$ cat src/rtl/booth_mul_pkg.sv
`default_nettype none
// ============================================================================
// Module      : booth_mul_pkg
// Description : Shared types and default constants for the Booth multiplier
//               issue/collect stage: FSM state encoding and default sizes.
// Revision    : 1.0 - initial release
// ============================================================================
package booth_mul_pkg;

    localparam int c_N_DEFAULT       = 8;
    localparam int c_DEPTH_DEFAULT   = 4;
    localparam int c_TIMEOUT_DEFAULT = 2 * c_N_DEFAULT + 8;

    typedef enum logic [1:0] {
        IDLE  = 2'd0,
        START = 2'd1,
        WAIT  = 2'd2,
        CAPT  = 2'd3
    } state_e;

    // Watchdog limit for a multiplier of operand width n.
    function automatic int timeout_for(input int n);
        return 2 * n + 8;
    endfunction

endpackage : booth_mul_pkg
`default_nettype wire

$ cat src/rtl/booth_op_fifo.sv
`default_nettype none
// ============================================================================
// Module      : booth_op_fifo
// Description : Synchronous FIFO for operand pairs. Pointers are one bit
//               wider than the address so full/empty fall out of a plain
//               subtraction.
// Ports       : clk, rst_n       - clock, async active-low reset
//               push, din        - write strobe and data (ignored when full)
//               pop              - read strobe (ignored when empty)
//               dout             - head entry (valid while !empty)
//               full, empty      - occupancy flags
//               count            - number of occupied entries
// Revision    : 1.0 - initial release
// ============================================================================
module booth_op_fifo
    import booth_mul_pkg::*;
#(
    parameter int WIDTH = 2 * c_N_DEFAULT,
    parameter int DEPTH = c_DEPTH_DEFAULT
) (
    input  logic                     clk,
    input  logic                     rst_n,
    input  logic                     push,
    input  logic                     pop,
    input  logic [WIDTH-1:0]         din,
    output logic [WIDTH-1:0]         dout,
    output logic                     full,
    output logic                     empty,
    output logic [$clog2(DEPTH):0]   count
);

    localparam int c_AW = $clog2(DEPTH);

    logic [c_AW:0]      r_wr_ptr_q, w_wr_ptr_d;
    logic [c_AW:0]      r_rd_ptr_q, w_rd_ptr_d;
    logic [WIDTH-1:0]   r_mem_q [DEPTH];
    logic               w_do_push;
    logic               w_do_pop;

    assign count     = r_wr_ptr_q - r_rd_ptr_q;
    assign full      = (count == (c_AW + 1)'(DEPTH));
    assign empty     = (count == '0);
    assign dout      = r_mem_q[r_rd_ptr_q[c_AW-1:0]];
    // A full FIFO refuses a push even if a pop frees a slot on the same edge.
    assign w_do_push = push && !full;
    assign w_do_pop  = pop && !empty;

    always_comb begin
        w_wr_ptr_d = r_wr_ptr_q;
        w_rd_ptr_d = r_rd_ptr_q;
        if (w_do_push) w_wr_ptr_d = r_wr_ptr_q + 1'b1;
        if (w_do_pop)  w_rd_ptr_d = r_rd_ptr_q + 1'b1;
    end

    always_ff @(posedge clk or negedge rst_n) begin
        if (!rst_n) begin
            r_wr_ptr_q <= '0;
            r_rd_ptr_q <= '0;
        end else begin
            r_wr_ptr_q <= w_wr_ptr_d;
            r_rd_ptr_q <= w_rd_ptr_d;
        end
    end

    // Storage needs no reset: an entry is only read after it was written.
    always_ff @(posedge clk) begin
        if (w_do_push) r_mem_q[r_wr_ptr_q[c_AW-1:0]] <= din;
    end

endmodule : booth_op_fifo
`default_nettype wire

$ cat src/rtl/booth_mul_issue_ctrl.sv
`default_nettype none
// ============================================================================
// Module      : booth_mul_issue_ctrl
// Description : Issue/collect wrapper around a sequential Booth multiplier.
//               Buffers operand pairs, issues one job at a time, captures the
//               2N-bit product into a valid/ready result register and aborts
//               jobs whose done does not arrive within TIMEOUT WAIT cycles.
// Ports       : in_valid/in_ready/in_a/in_b  - operand input handshake
//               mul_start/mul_a/mul_b        - multiplier issue interface
//               mul_done/mul_product         - multiplier completion
//               out_valid/out_ready/out_product - result handshake
//               busy, fifo_count, err_timeout - status
// Revision    : 1.0 - initial release
// ============================================================================
module booth_mul_issue_ctrl
    import booth_mul_pkg::*;
#(
    parameter int N       = c_N_DEFAULT,
    parameter int DEPTH   = c_DEPTH_DEFAULT,
    parameter int TIMEOUT = 2 * N + 8
) (
    input  logic                    clk,
    input  logic                    rst_n,
    input  logic                    in_valid,
    output logic                    in_ready,
    input  logic [N-1:0]            in_a,
    input  logic [N-1:0]            in_b,
    output logic                    mul_start,
    output logic [N-1:0]            mul_a,
    output logic [N-1:0]            mul_b,
    input  logic                    mul_done,
    input  logic [2*N-1:0]          mul_product,
    output logic                    out_valid,
    input  logic                    out_ready,
    output logic [2*N-1:0]          out_product,
    output logic                    busy,
    output logic [$clog2(DEPTH):0]  fifo_count,
    output logic                    err_timeout
);

    localparam int              c_TW     = $clog2(TIMEOUT + 1);
    localparam logic [c_TW-1:0] c_T_LAST = c_TW'(TIMEOUT - 1);

    state_e             r_state_q, w_state_d;
    logic [c_TW-1:0]    r_timer_q, w_timer_d;
    logic [N-1:0]       r_mul_a_q, w_mul_a_d;
    logic [N-1:0]       r_mul_b_q, w_mul_b_d;
    logic               r_mul_start_q, w_mul_start_d;
    logic               r_out_valid_q, w_out_valid_d;
    logic [2*N-1:0]     r_out_product_q, w_out_product_d;
    logic               r_err_q, w_err_d;
    logic               r_busy_q, w_busy_d;

    logic               w_fifo_push;
    logic               w_fifo_pop;
    logic               w_fifo_full;
    logic               w_fifo_empty;
    logic [2*N-1:0]     w_fifo_dout;
    logic               w_slot_free;

    booth_op_fifo #(
        .WIDTH (2 * N),
        .DEPTH (DEPTH)
    ) u_fifo (
        .clk   (clk),
        .rst_n (rst_n),
        .push  (w_fifo_push),
        .pop   (w_fifo_pop),
        .din   ({in_b, in_a}),
        .dout  (w_fifo_dout),
        .full  (w_fifo_full),
        .empty (w_fifo_empty),
        .count (fifo_count)
    );

    assign in_ready    = !w_fifo_full;
    assign w_fifo_push = in_valid && !w_fifo_full;
    // A held result that is being taken this cycle frees the slot, so the
    // next job can be popped on the same edge as the output transfer.
    assign w_slot_free = !r_out_valid_q || out_ready;

    always_comb begin
        w_state_d       = r_state_q;
        w_timer_d       = r_timer_q;
        w_mul_a_d       = r_mul_a_q;
        w_mul_b_d       = r_mul_b_q;
        w_out_product_d = r_out_product_q;
        w_mul_start_d   = 1'b0;
        w_err_d         = 1'b0;
        w_fifo_pop      = 1'b0;
        w_out_valid_d   = r_out_valid_q && !out_ready;

        case (r_state_q)
            IDLE: begin
                if (!w_fifo_empty && w_slot_free) begin
                    w_fifo_pop    = 1'b1;
                    w_mul_a_d     = w_fifo_dout[N-1:0];
                    w_mul_b_d     = w_fifo_dout[2*N-1:N];
                    w_mul_start_d = 1'b1;
                    w_state_d     = START;
                end
            end
            START: begin
                w_timer_d = '0;
                w_state_d = WAIT;
            end
            WAIT: begin
                if (mul_done) begin
                    w_state_d = CAPT;
                end else if (r_timer_q == c_T_LAST) begin
                    w_err_d   = 1'b1;
                    w_state_d = IDLE;
                end else begin
                    w_timer_d = r_timer_q + 1'b1;
                end
            end
            CAPT: begin
                // The multiplier registers its product, so it is sampled
                // one cycle after done; a new result overrides the clear.
                w_out_product_d = mul_product;
                w_out_valid_d   = 1'b1;
                w_state_d       = IDLE;
            end
            default: w_state_d = IDLE;
        endcase

        w_busy_d = (w_state_d != IDLE);
    end

    always_ff @(posedge clk or negedge rst_n) begin
        if (!rst_n) begin
            r_state_q       <= IDLE;
            r_timer_q       <= '0;
            r_mul_a_q       <= '0;
            r_mul_b_q       <= '0;
            r_mul_start_q   <= 1'b0;
            r_out_valid_q   <= 1'b0;
            r_out_product_q <= '0;
            r_err_q         <= 1'b0;
            r_busy_q        <= 1'b0;
        end else begin
            r_state_q       <= w_state_d;
            r_timer_q       <= w_timer_d;
            r_mul_a_q       <= w_mul_a_d;
            r_mul_b_q       <= w_mul_b_d;
            r_mul_start_q   <= w_mul_start_d;
            r_out_valid_q   <= w_out_valid_d;
            r_out_product_q <= w_out_product_d;
            r_err_q         <= w_err_d;
            r_busy_q        <= w_busy_d;
        end
    end

    assign mul_start   = r_mul_start_q;
    assign mul_a       = r_mul_a_q;
    assign mul_b       = r_mul_b_q;
    assign out_valid   = r_out_valid_q;
    assign out_product = r_out_product_q;
    assign err_timeout = r_err_q;
    assign busy        = r_busy_q;

endmodule : booth_mul_issue_ctrl
`default_nettype wire

$ cat config.mk
export PLATFORM = sky130hd
export DESIGN_NAME = booth_mul_issue_ctrl
export DESIGN_NICKNAME = d
export VERILOG_FILES = /design/src/rtl/booth_mul_pkg.sv /design/src/rtl/booth_op_fifo.sv /design/src/rtl/booth_mul_issue_ctrl.sv
export SDC_FILE = /design/constraint.sdc
export NUM_CORES = 1
export LEC_CHECK = 0
export ABC_AREA = 1
export CORE_MARGIN = 4
export CORE_UTILIZATION = 57
export DETAILED_ROUTE_END_ITERATION = 12
export DONT_BUFFER_PORTS = 1
export PLACE_DENSITY = 0.75
export SYNTH_ARGS = -nofsm -noshare
export SYNTH_HDL_FRONTEND = slang
export SYNTH_SLANG_ARGS = --single-unit
$ cat constraint.sdc
create_clock -name clk -period 2.6 [get_ports clk]
set_input_delay 0.26 -clock clk [delete_from_list [all_inputs] [get_ports clk]]
set_output_delay 0.26 -clock clk [all_outputs]
set_load 0.05 [all_outputs]
==> results.toml, run 1 <==
[critical_path]
crit_path_start = "u_fifo.r_wr_ptr_q[0]"
critPathCapture = "in_ready"
arrival_ps = 2200
worstSetupEndpointType = "output pin"
r2r_slack_ps = 150
crit_type = "flop to output pin"
reg2reg_to = "u_fifo.r_mem_q[0][11]"
crit_path_max_fanout = 4
r2r-start = "u_fifo.r_wr_ptr_q[0]"
start_kind = "flop"
required_ps = 2340
rr_worst_depth = 11

[placement]
dp_hpwl_mm = 5.83
dpl-instance-area_um2 = 4910
dp_cells = 529
port_buffers = 0
gp_congestion = 0.810

[logic_synthesis]
netlist_top_cells_area = "edfxtp_1, dfrtp_1, nand2_1, nor2_1, o21ai_0"
synthSimpleGateAreaFrac_pct = 18.3
ys_ff_latch = 113
synth_nets = 473
synthMuxAreaShare_pct = 3.78
synthAdderAreaFrac_pct = 2.26
yosys.area.top_type = "edfxtp_1"
synth.most_common_cell = "nand2_1"
synth_top_family_by_area = "simple AND/OR/NAND/NOR gates"
synthesis.area_um2 = 4770
ys_types = 25
yosys.area_share.xor_xnor_pct = 0.551
synthTopCellsByCount = "nand2_1, edfxtp_1, nor2_1"
synth_top_cell_area_share_pct = 40.3
synth_area_per_cell_um2 = 11.1
synth_warnings = 0
async_reset_ff_share_pct = 43.4
ys_seq_area_share_pct = 66.0
synth-compound-area-share_pct = 3.88
synthCells = 428
synth_edf_count = 64
ys.flop_type = "edfxtp_1"

[global_route]
grt_pass1_wl_mm = 15.5
grt_util_met3_pct = 6.94
grt_max_degree = 52
grt_pass1_vias = 3310
antenna_found_initial = 0
grt_busiest_layer = "met2"
met1_usage_pct = 23.2
grt_overflow = 0
grt_use_met2_pct = 36.0
track_usage_pct = 20.7

[status]
outcome = "complete, no violations"

[timing]
fin_crit_ps = 2460
fin_crit_sh_pct = 94.7
finClkSkew_ps = 20.0
finalSetupTns_ps = 0
hold_slack_ps = 129
relSlewSlack_pct = 65.6
setup_viol_count_final = 0
worst_pin_slew_ps = 516
rsz0062_at_grt = "false"
slew_violations = 0
hold_violations = 0
fmaxAchievable_mhz = 406

[pwr]
irDropWorstVdd_uv = 937
switchingPower_mw = 3.89
leakage_nw = 2.56
p_int_mw = 4.94
pwr_density_cell_nw_per_um2 = 1500
total_power_mw = 8.83
swShare_pct = 44.0
clockPowerShare_pct = 26.2
p_comb_share_pct = 31.1
pwr-share-seq_pct = 42.7

[clock_network]
numCtsBuffers = 17
cts.path.max_buffers = 2
clockRootBuffer = "clkbuf_8"
clkLatencyLatePin_ps = 520
htreeDepth = 4
cts_sinks = 113
path_clk_slew_ps = 60
cts_tree = "yes"

[drt]
wl_per_cell_um = 16.2
avgViaCountPerCell = 5.22
drc_errors = 0
drt-total-wl_mm = 9.70
drt_iter0_drc = 180
firstDrtPassIters = 4
via_count = 3123
ant_nets = 0

[finish]
drive_gt1_share_pct = 15.2
area_growth_pct = 23.8
final_cell_area_um2 = 5900
diodes = 0
fin_cells = 598
fin_nets = 525
fillers = 565

[floorplan]
fp.dieH_um = 99.5
die_w_um = 99.5
io_pins = 77
fp-row-count = 33
dieArea_um2 = 9890
initial_utilization_pct = 58.3
core_area_um2 = 8180

[hold_path]
holdCritPathClass = "primary input to flop"

[run]
cap_violations = 0
-- area by class of cell --
cell class	count	area [um2]	share of cell area, %
sequential	113	3150	53.4
multi-input combinational	263	1380	23.4
timing repair buffer	49	507	8.59
clock buffer	18	418	7.08
clock inverter	14	179	3.03
inverter	36	135	2.29
tap	105	131	2.23
-- per-layer routing --
layer | up-vias | wire length (um)
met3 | 11 | 707
met1 | 1476 | 3770
met5 | - | 0
met4 | 0 | 113
met2 | 115 | 5100
li1 | 1521 | -
-- through the flow --
step	utilization, %	setup WS, ps
floorplan	-	-68.1
global placement	60.1	316
detailed placement	60.1	176
CTS	72.1	80.4
global route	72.2	8.68
finish	72.2	138
-- critical path, cell delays in order (launching register included) --
cell,delay (ps)
dfrtp_1,400
inv_1,100
ha_1,210
fa_1,420
inv_1,110
nand2_1,80
nand2_1,70
nand2_1,50
nand3_2,80
buf_6,170
-- worst min path at each step --
| stage | from | to | slack [ps] | cells after the start |
|---|---|---|---|---|
| floorplan | rst_n | busy | -40 | 0 |
| global placement | rst_n | out_product[5] | -30 | 0 |
| detailed placement | rst_n | out_product[5] | -30 | 0 |
| CTS | in_valid | u_fifo.r_wr_ptr_q[1] | 100 | 3 |
| global route | in_valid | u_fifo.r_wr_ptr_q[1] | 120 | 3 |
| finish | in_valid | u_fifo.r_wr_ptr_q[1] | 130 | 3 |
-- flip-flops by register name, summed over array words and instances (netlist names) --
name,flops
err_timeout,1
u_fifo.r_rd_ptr_q,3
r_timer_q,5
mul_a,8
r_state_q,2
out_valid,1
out_product,16
u_fifo.r_mem_q,64
busy,1
u_fifo.r_wr_ptr_q,3
mul_start,1
mul_b,8
-- cells by family (layout without fill, tap and decap cells) --
kind of cell	Yosys count	count (layout)
AND/OR/NAND/NOR	199	199
flip-flops	113	113
buffers and inverters	52	117
AO/OA/AOI/OAI	37	37
multiplexers	16	16
adder cells (fa/ha/maj)	8	8
XOR/XNOR	3	3
-- power by group through the flow --
stage / sequential, mW / clock (mW) / combinational (mW)
3_3_place_gp: 3.77 / 0 / 2.56
4_1_cts: 3.77 / 2.36 / 2.77
6_report: 3.77 / 2.32 / 2.74
5_1_grt: 3.82 / 2.45 / 3.06
3_5_place_dp: 3.79 / 0 / 2.66
2_1_floorplan: 3.72 / 0 / 2.08
-- cells in the final DEF, fill, tap and decap left out --
cell type	netlist	layout
nand2_1	99	99
edfxtp_1	64	64
nor2_1	57	53
dfrtp_1	49	49
dlygate4sd3_1	0	36
inv_1	33	33
o21ai_0	27	27
nand3_1	22	22
clkbuf_16	0	16
nand3_2	12	12
mux2_1	9	9
buf_4	4	9
o21ai_1	8	8
mux2_2	7	7
ha_1	7	7
inv_6	0	6
nand2_2	4	4
nor2_2	0	4
inv_2	3	3
xor2_1	3	3
bufinv_16	0	3
clkinv_4	0	3
nor3_1	2	2
a21oi_1	2	2
clkinv_2	0	2
buf_12	1	2
or2_1	1	1
nor3_2	1	1
nand2b_1	1	1
fa_1	1	1
clkbuf_8	0	1
clkbuf_1	0	1
buf_16	0	1
buf_6	1	1
-- repair_timing --
action | in CTS | in global routing
endpoints found under the setup margin | 0 | 1
resized for setup | 0 | 1
setup buffers | 0 | 0
hold buffers | 37 | 0
endpoints found under the hold margin | 137 | 0
Note: power is estimated with default switching activity, not from simulation.
==> run 2: changes to the inputs <==
Settings changed: GPL_TIMING_DRIVEN set to 1.
==> results of run 2 <==
Final layout, timing and power as in run 1 (identical DEF).
